File: config.mk
export PLATFORM = sky130hd
export DESIGN_NAME = demux_dispatch_ctrl_flat
export DESIGN_NICKNAME = d
export VERILOG_FILES = /design/src/rtl/demux_dispatch_ctrl_if.sv /design/src/rtl/demux_dispatch_ctrl.sv /design/src/flat_wrapper.sv
export SDC_FILE = /design/constraint.sdc
export NUM_CORES = 1
export LEC_CHECK = 0
export BUFFER_PORTS_ARGS = -buffer_cell sky130_fd_sc_hd__buf_2
export CORE_ASPECT_RATIO = 0.7
export CORE_MARGIN = 2
export CORE_UTILIZATION = 47
export DETAILED_ROUTE_END_ITERATION = 10
export PLACE_DENSITY_LB_ADDON = 0.1
export SLEW_MARGIN = 20
export SYNTH_ARGS = -nofsm -noshare
export SYNTH_HDL_FRONTEND = slang
export SYNTH_SLANG_ARGS = --single-unit
export TNS_END_PERCENT = 30
File: constraint.sdc
create_clock -name clock -period 2.5 [get_ports clock]
set_clock_uncertainty 0.2 [all_clocks]
set_input_delay 0.25 -clock clock [delete_from_list [all_inputs] [get_ports clock]]
set_output_delay 0.25 -clock clock [all_outputs]
set_load 0.05 [all_outputs]
File: src/rtl/demux_dispatch_ctrl_if.sv
// Handshake and demux-side bundle for the dispatch controller.
// The master side is upstream plus destinations; the slave side is the controller.
interface demux_dispatch_ctrl_if #(
  parameter int unsigned BITS = 3
);
  logic            in_valid;
  logic            in_ready;
  logic [BITS-1:0] in_data;
  logic [2:0]      in_dest;
  logic            in_bcast;
  logic [7:0]      mask;
  logic [7:0]      dest_ready;
  logic [2:0]      sel;
  logic [BITS-1:0] data_out;
  logic [7:0]      we;
  logic            drop;
  logic            busy;

  modport master (
    output in_valid, in_data, in_dest, in_bcast, mask, dest_ready,
    input  in_ready, sel, data_out, we, drop, busy
  );

  modport slave (
    input  in_valid, in_data, in_dest, in_bcast, mask, dest_ready,
    output in_ready, sel, data_out, we, drop, busy
  );
endinterface

File: src/rtl/demux_dispatch_ctrl.sv
// Dispatch sequencer for the 1-to-8 demux: accepts one word, then strobes it into one
// destination (unicast) or each masked destination in ascending order (broadcast).
//
// state  | meaning
// IDLE   | in_ready high, waiting for a word
// WAIT   | word latched, waiting for dest_ready[sel] or timeout
// WRITE  | we[sel] high for one cycle
// SKIP   | delivery timed out, drop high for one cycle
module demux_dispatch_ctrl #(
  parameter int unsigned BITS    = 3,
  parameter int unsigned TIMEOUT = 15
) (
  input logic               clock,
  input logic               reset,
  demux_dispatch_ctrl_if.slave bus
);

  localparam int unsigned CW = (TIMEOUT > 0) ? $clog2(TIMEOUT + 1) : 1;

  typedef enum logic [1:0] {
    S_IDLE  = 2'd0,
    S_WAIT  = 2'd1,
    S_WRITE = 2'd2,
    S_SKIP  = 2'd3
  } state_t;

  state_t          state, state_nxt;
  logic [2:0]      sel_q, sel_nxt;
  logic [BITS-1:0] data_q, data_nxt;
  logic [7:0]      mask_q, mask_nxt;
  logic [CW-1:0]   cnt_q, cnt_nxt;
  logic [7:0]      above;

  function automatic logic [2:0] lowest_set(input logic [7:0] m);
    logic [2:0] idx;
    idx = 3'd0;
    for (int i = 7; i >= 0; i--) begin
      if (m[i]) idx = 3'(i);
    end
    return idx;
  endfunction

  always_ff @(posedge clock or posedge reset) begin
    if (reset) begin
      state  <= S_IDLE;
      sel_q  <= 3'd0;
      data_q <= '0;
      mask_q <= 8'd0;
      cnt_q  <= '0;
    end else begin
      state  <= state_nxt;
      sel_q  <= sel_nxt;
      data_q <= data_nxt;
      mask_q <= mask_nxt;
      cnt_q  <= cnt_nxt;
    end
  end

  // Channels still pending in a broadcast; sel=7 shifts everything out, so no wrap.
  assign above = mask_q & (8'hFE << sel_q);

  always_comb begin
    state_nxt = state;
    sel_nxt   = sel_q;
    data_nxt  = data_q;
    mask_nxt  = mask_q;
    cnt_nxt   = cnt_q;
    case (state)
      S_IDLE: begin
        if (bus.in_valid) begin
          data_nxt = bus.in_data;
          cnt_nxt  = '0;
          if (!bus.in_bcast) begin
            sel_nxt   = bus.in_dest;
            mask_nxt  = 8'd0;
            state_nxt = S_WAIT;
          end else if (bus.mask != 8'd0) begin
            sel_nxt   = lowest_set(bus.mask);
            mask_nxt  = bus.mask;
            state_nxt = S_WAIT;
          end else begin
            mask_nxt  = 8'd0;
          end
        end
      end
      S_WAIT: begin
        // Ready takes priority over a timeout landing on the same edge.
        if (bus.dest_ready[sel_q]) begin
          state_nxt = S_WRITE;
        end else if (TIMEOUT != 0) begin
          cnt_nxt = cnt_q + CW'(1);
          if (32'(cnt_nxt) == TIMEOUT) state_nxt = S_SKIP;
        end
      end
      S_WRITE, S_SKIP: begin
        if (above != 8'd0) begin
          sel_nxt   = lowest_set(above);
          cnt_nxt   = '0;
          state_nxt = S_WAIT;
        end else begin
          state_nxt = S_IDLE;
        end
      end
      default: state_nxt = S_IDLE;
    endcase
  end

  assign bus.in_ready = (state == S_IDLE);
  assign bus.busy     = (state != S_IDLE);
  assign bus.we       = (state == S_WRITE) ? (8'b1 << sel_q) : 8'd0;
  assign bus.drop     = (state == S_SKIP);
  assign bus.sel      = sel_q;
  assign bus.data_out = data_q;

endmodule

File: src/flat_wrapper.sv
// flat-port wrapper written by rule: the top's interface ports become plain ports
module demux_dispatch_ctrl_flat 
#(
  parameter int unsigned BITS    = 3,
  parameter int unsigned TIMEOUT = 15
)
  (clock, reset, bus_in_valid, bus_in_data, bus_in_dest, bus_in_bcast, bus_mask, bus_dest_ready, bus_in_ready, bus_sel, bus_data_out, bus_we, bus_drop, bus_busy);
  demux_dispatch_ctrl_if #(.BITS(BITS)) bus_i ();
  input logic clock;
  input logic reset;
  input wire logic [$bits(bus_i.in_valid)-1:0] bus_in_valid;
  input wire logic [$bits(bus_i.in_data)-1:0] bus_in_data;
  input wire logic [$bits(bus_i.in_dest)-1:0] bus_in_dest;
  input wire logic [$bits(bus_i.in_bcast)-1:0] bus_in_bcast;
  input wire logic [$bits(bus_i.mask)-1:0] bus_mask;
  input wire logic [$bits(bus_i.dest_ready)-1:0] bus_dest_ready;
  output wire logic [$bits(bus_i.in_ready)-1:0] bus_in_ready;
  output wire logic [$bits(bus_i.sel)-1:0] bus_sel;
  output wire logic [$bits(bus_i.data_out)-1:0] bus_data_out;
  output wire logic [$bits(bus_i.we)-1:0] bus_we;
  output wire logic [$bits(bus_i.drop)-1:0] bus_drop;
  output wire logic [$bits(bus_i.busy)-1:0] bus_busy;
  assign bus_i.in_valid = bus_in_valid;
  assign bus_i.in_data = bus_in_data;
  assign bus_i.in_dest = bus_in_dest;
  assign bus_i.in_bcast = bus_in_bcast;
  assign bus_i.mask = bus_mask;
  assign bus_i.dest_ready = bus_dest_ready;
  assign bus_in_ready = bus_i.in_ready;
  assign bus_sel = bus_i.sel;
  assign bus_data_out = bus_i.data_out;
  assign bus_we = bus_i.we;
  assign bus_drop = bus_i.drop;
  assign bus_busy = bus_i.busy;
  demux_dispatch_ctrl #(.BITS(BITS), .TIMEOUT(TIMEOUT)) u_core (.clock(clock), .reset(reset), .bus(bus_i));
endmodule
==> results.py <==
metrics = {
    "timing": {
        "timing.hold.ws_ps": 20.95,
        "setup_tns_ps": 0,
        "finalCriticalPeriod_ps": 2370,
        "rsz0062_at_grt": "no",
        "fin_crit_sh_pct": 94.80,
        "worst_pin_slew_ps": 731.0,
        "setup_viol": 0,
        "drv_slew": 0,
        "hold_viol": 0,
        "relSlewSlack_pct": 51.21,
        "fmax_ghz": 0.4219,
    },
    "clock_network": {
        "cts.clk_slew.worst_paths_ps": 70,
        "cts_sinks": 19,
        "tritoncts": "yes",
        "cts_setup_buffers": 0,
        "cts-root-buf": "clkbuf_8",
        "insertion_delay_ps": 260,
        "cts_max_level": 1,
        "cts_buffers": 3,
        "clockBufferDepth": 2,
        "cts-resized-gates": 0,
    },
    "global_routing": {
        "grt-ovfl-total": 0,
        "track_usage_pct": 22.04,
        "antenna_found_initial": 0,
        "grt_pass1_vias": 1236,
        "grt_max_degree": 20,
        "grt_pass1_wl_mm": 5.575,
    },
    "power_and_ir_drop": {
        "peakVddDrop_uv": 726.3,
        "p_per_area_nw_per_um2": 1259,
        "p_leak_uw": 0.0007868,
    },
    "route": {
        "wirelength_met1_mm": 1.605,
        "routed_via_density": 5.630,
        "dr_total_vias": 1323,
        "drt_wl_total_mm": 3.352,
        "wl_met3_um": 271,
        "antenna_left": 0,
        "drtIter0Drc": 70,
        "topRoutingLayerUsed": "met4",
        "dr.pass1.iters": 4,
        "wl_per_cell_um": 14.26,
        "drc": 0,
        "wl_met2_mm": 1.464,
    },
    "critical_path": {
        "critPathMaxFanout": 15,
        "rr_worst_depth": 5,
        "path_buf_inv": 2,
        "cpMaxStageDelayCell": "dfrtp_1",
        "start_kind": "flip-flop",
        "crit_arrival_ps": 1920,
        "crit_family": "flip-flops",
        "r2r_start": "u_core.bus.sel[2]$_DFFE_PP0P_",
        "crit_type": "flip-flop to output port",
        "reg2reg_to": "u_core.cnt_q[3]$_DFFE_PP0P_",
        "crit_path_cell_trace": "inv_1, or3_1, nor2_1, buf_2",
        "crit_path_end_kind": "output port",
        "cpPeakStageDelay_ps": 670,
        "regToRegSetupSlack_ps": 320,
        "cp.required_ps": 2050,
    },
    "die": {
        "coreArea_sq_um": 2743,
        "die_w_um": 67.52,
        "ios": 43,
        "dieArea_sq_um": 3272,
        "start_util_pct": 48.40,
        "die_height_um": 48.47,
        "std_cell_rows": 16,
    },
    "cells_and_area": {
        "num_antenna_cells": 0,
        "final_util_pct": 58.26,
        "area_growth_pct": 20.36,
        "final_nets": 228,
        "fin_cells": 235,
        "stdcell_area_sq_um": 1598,
        "drive_above_1_share_pct": 28.64,
    },
    "yosys": {
        "synth-edff-count": 0,
        "synth_common_cells": "nand2_1 (28), dfrtp_1 (19), o21ai_0 (12)",
        "synth_seq_cells": 19,
        "synth_ff_type": "dfrtp_1",
        "synth_top_area_share_pct": 35.82,
        "synthArstFlopShare_pct": 100.0,
        "yosysWarnings": 0,
        "syn_inst": 159,
        "synth_cell_type_count": 46,
        "syn-num-nets": 187,
        "synth_area_leaders": "dfrtp_1 (36%), nand2_1 (7.9%), o21ai_0 (4.5%), nor2_1 (3.1%), mux2i_1 (3.0%)",
        "syn_area_sq_um": 1328,
        "ys_seq_area_share_pct": 35.82,
        "yosys.cell_count.top_type": "nand2_1",
        "synth_top_area_cell": "dfrtp_1",
        "postSynthAreaPerCell_sq_um": 8.349,
    },
    "place": {
        "finalWeightedCongestion": 0.8715,
        "placed_area_sq_um": 1541,
        "port_buffers": 42,
        "dp_hpwl_mm": 2.594,
        "placed_cells": 230,
    },
    "min_path": {
        "min_to": "u_core.bus.data_out[0]$_DFFE_PP0P_",
        "hold_class": "primary input to flip-flop",
        "min_from": "bus_in_data[0]",
        "whs_path_depth": 2,
    },
    "run_status": {
        "run_status": "finished, final reports clean",
    },
    "job": {
        "maxCapViolCount": 0,
    },
}
==> cells in the final DEF (no fill, tap or decap), drive strengths merged, types with 4 or more instances in the layout <==
master   n
a21oi    7
inv     10
nand2b   4
dfrtp   19
nand2   28
nor2    11
buf     42
o21ai   12
a31oi    4
mux2i    4
==> sequential cells by signal, indices dropped and copies added (netlist names) <==
signal,flops
u_core.state,2
u_core.mask_q,7
u_core.bus.data_out,3
u_core.cnt_q,4
u_core.bus.sel,3
==> worst register-to-register path, delay by kind of cell, from the launching register on <==
| kind | cells | cell delay [ps] |
|---|---|---|
| muxes | 1 | 300 |
| AOI/OAI and AO/OA | 4 | 880 |
| DFF | 1 | 690 |
==> metal layers <==
metal / track usage (%) / vias to the layer above
met5: 0 / -
met4: 1.701 / 0
met2: 33.82 / 52
met1: 31.89 / 624
li1: - / 645
met3: 6.744 / 2
==> through the flow <==
| step | setup slack (ps) | power [uW] |
|---|---|---|
| after floorplan | -374.8 | 1538 |
| after global placement | 411.8 | 1763 |
| after detailed placement | 329.0 | 1787 |
| after CTS | 157.3 | 2007 |
| after global routing | 31.50 | 2154 |
| final | 129.9 | 2012 |
==> logic make-up after synthesis <==
logic type	share of synthesized area, %
and+or+nand+nor	26.11
AOI/OAI and AO/OA	24.03
buffers and inverters	5.937
DFF	35.82
xor gates and xnor gates	0.6599
adders and majority gates	1.885
muxes	5.561
==> worst max path at each step <==
| stage | start | end | slack, ps | cells past startpoint |
|---|---|---|---|---|
| 2_1_floorplan | u_core.bus.sel[0]$_DFFE_PP0P_ | bus_we[0] | -370 | 4 |
| 3_3_place_gp | u_core.bus.sel[2]$_DFFE_PP0P_ | u_core.cnt_q[3]$_DFFE_PP0P_ | 410 | 5 |
| 3_5_place_dp | u_core.bus.sel[2]$_DFFE_PP0P_ | u_core.cnt_q[3]$_DFFE_PP0P_ | 330 | 5 |
| 4_1_cts | u_core.bus.sel[1]$_DFFE_PP0P_ | bus_we[3] | 160 | 4 |
| 5_1_grt | u_core.bus.sel[1]$_DFFE_PP0P_ | bus_we[3] | 30 | 4 |
| 6_report | u_core.bus.sel[1]$_DFFE_PP0P_ | bus_we[3] | 130 | 4 |
==> final cells by class <==
cell class	count	area [sq um]
Clock inverter	1	5.005
Multi-Input combinational cell	123	773.2
Timing Repair Buffer	43	220.2
Clock buffer	3	41.29
Tap cell	36	45.04
Inverter	10	37.54
Fill cell	250	1145
Sequential cell	19	475.5
==> report_power, final <==
group          switching (uW)  internal [uW]  leakage [uW]  total, uW
Sequential                240            443      0.000241        683
Clock                     105            111     0.0000255        215
Combinational             739            374      0.000520       1110
==> timing repair <==
action,in CTS,in global routing
hold buffers,1,0
endpoints found under the hold margin,19,0
endpoints found under the setup margin,0,0
No activity file was read; power rests on OpenSTA's default activity.
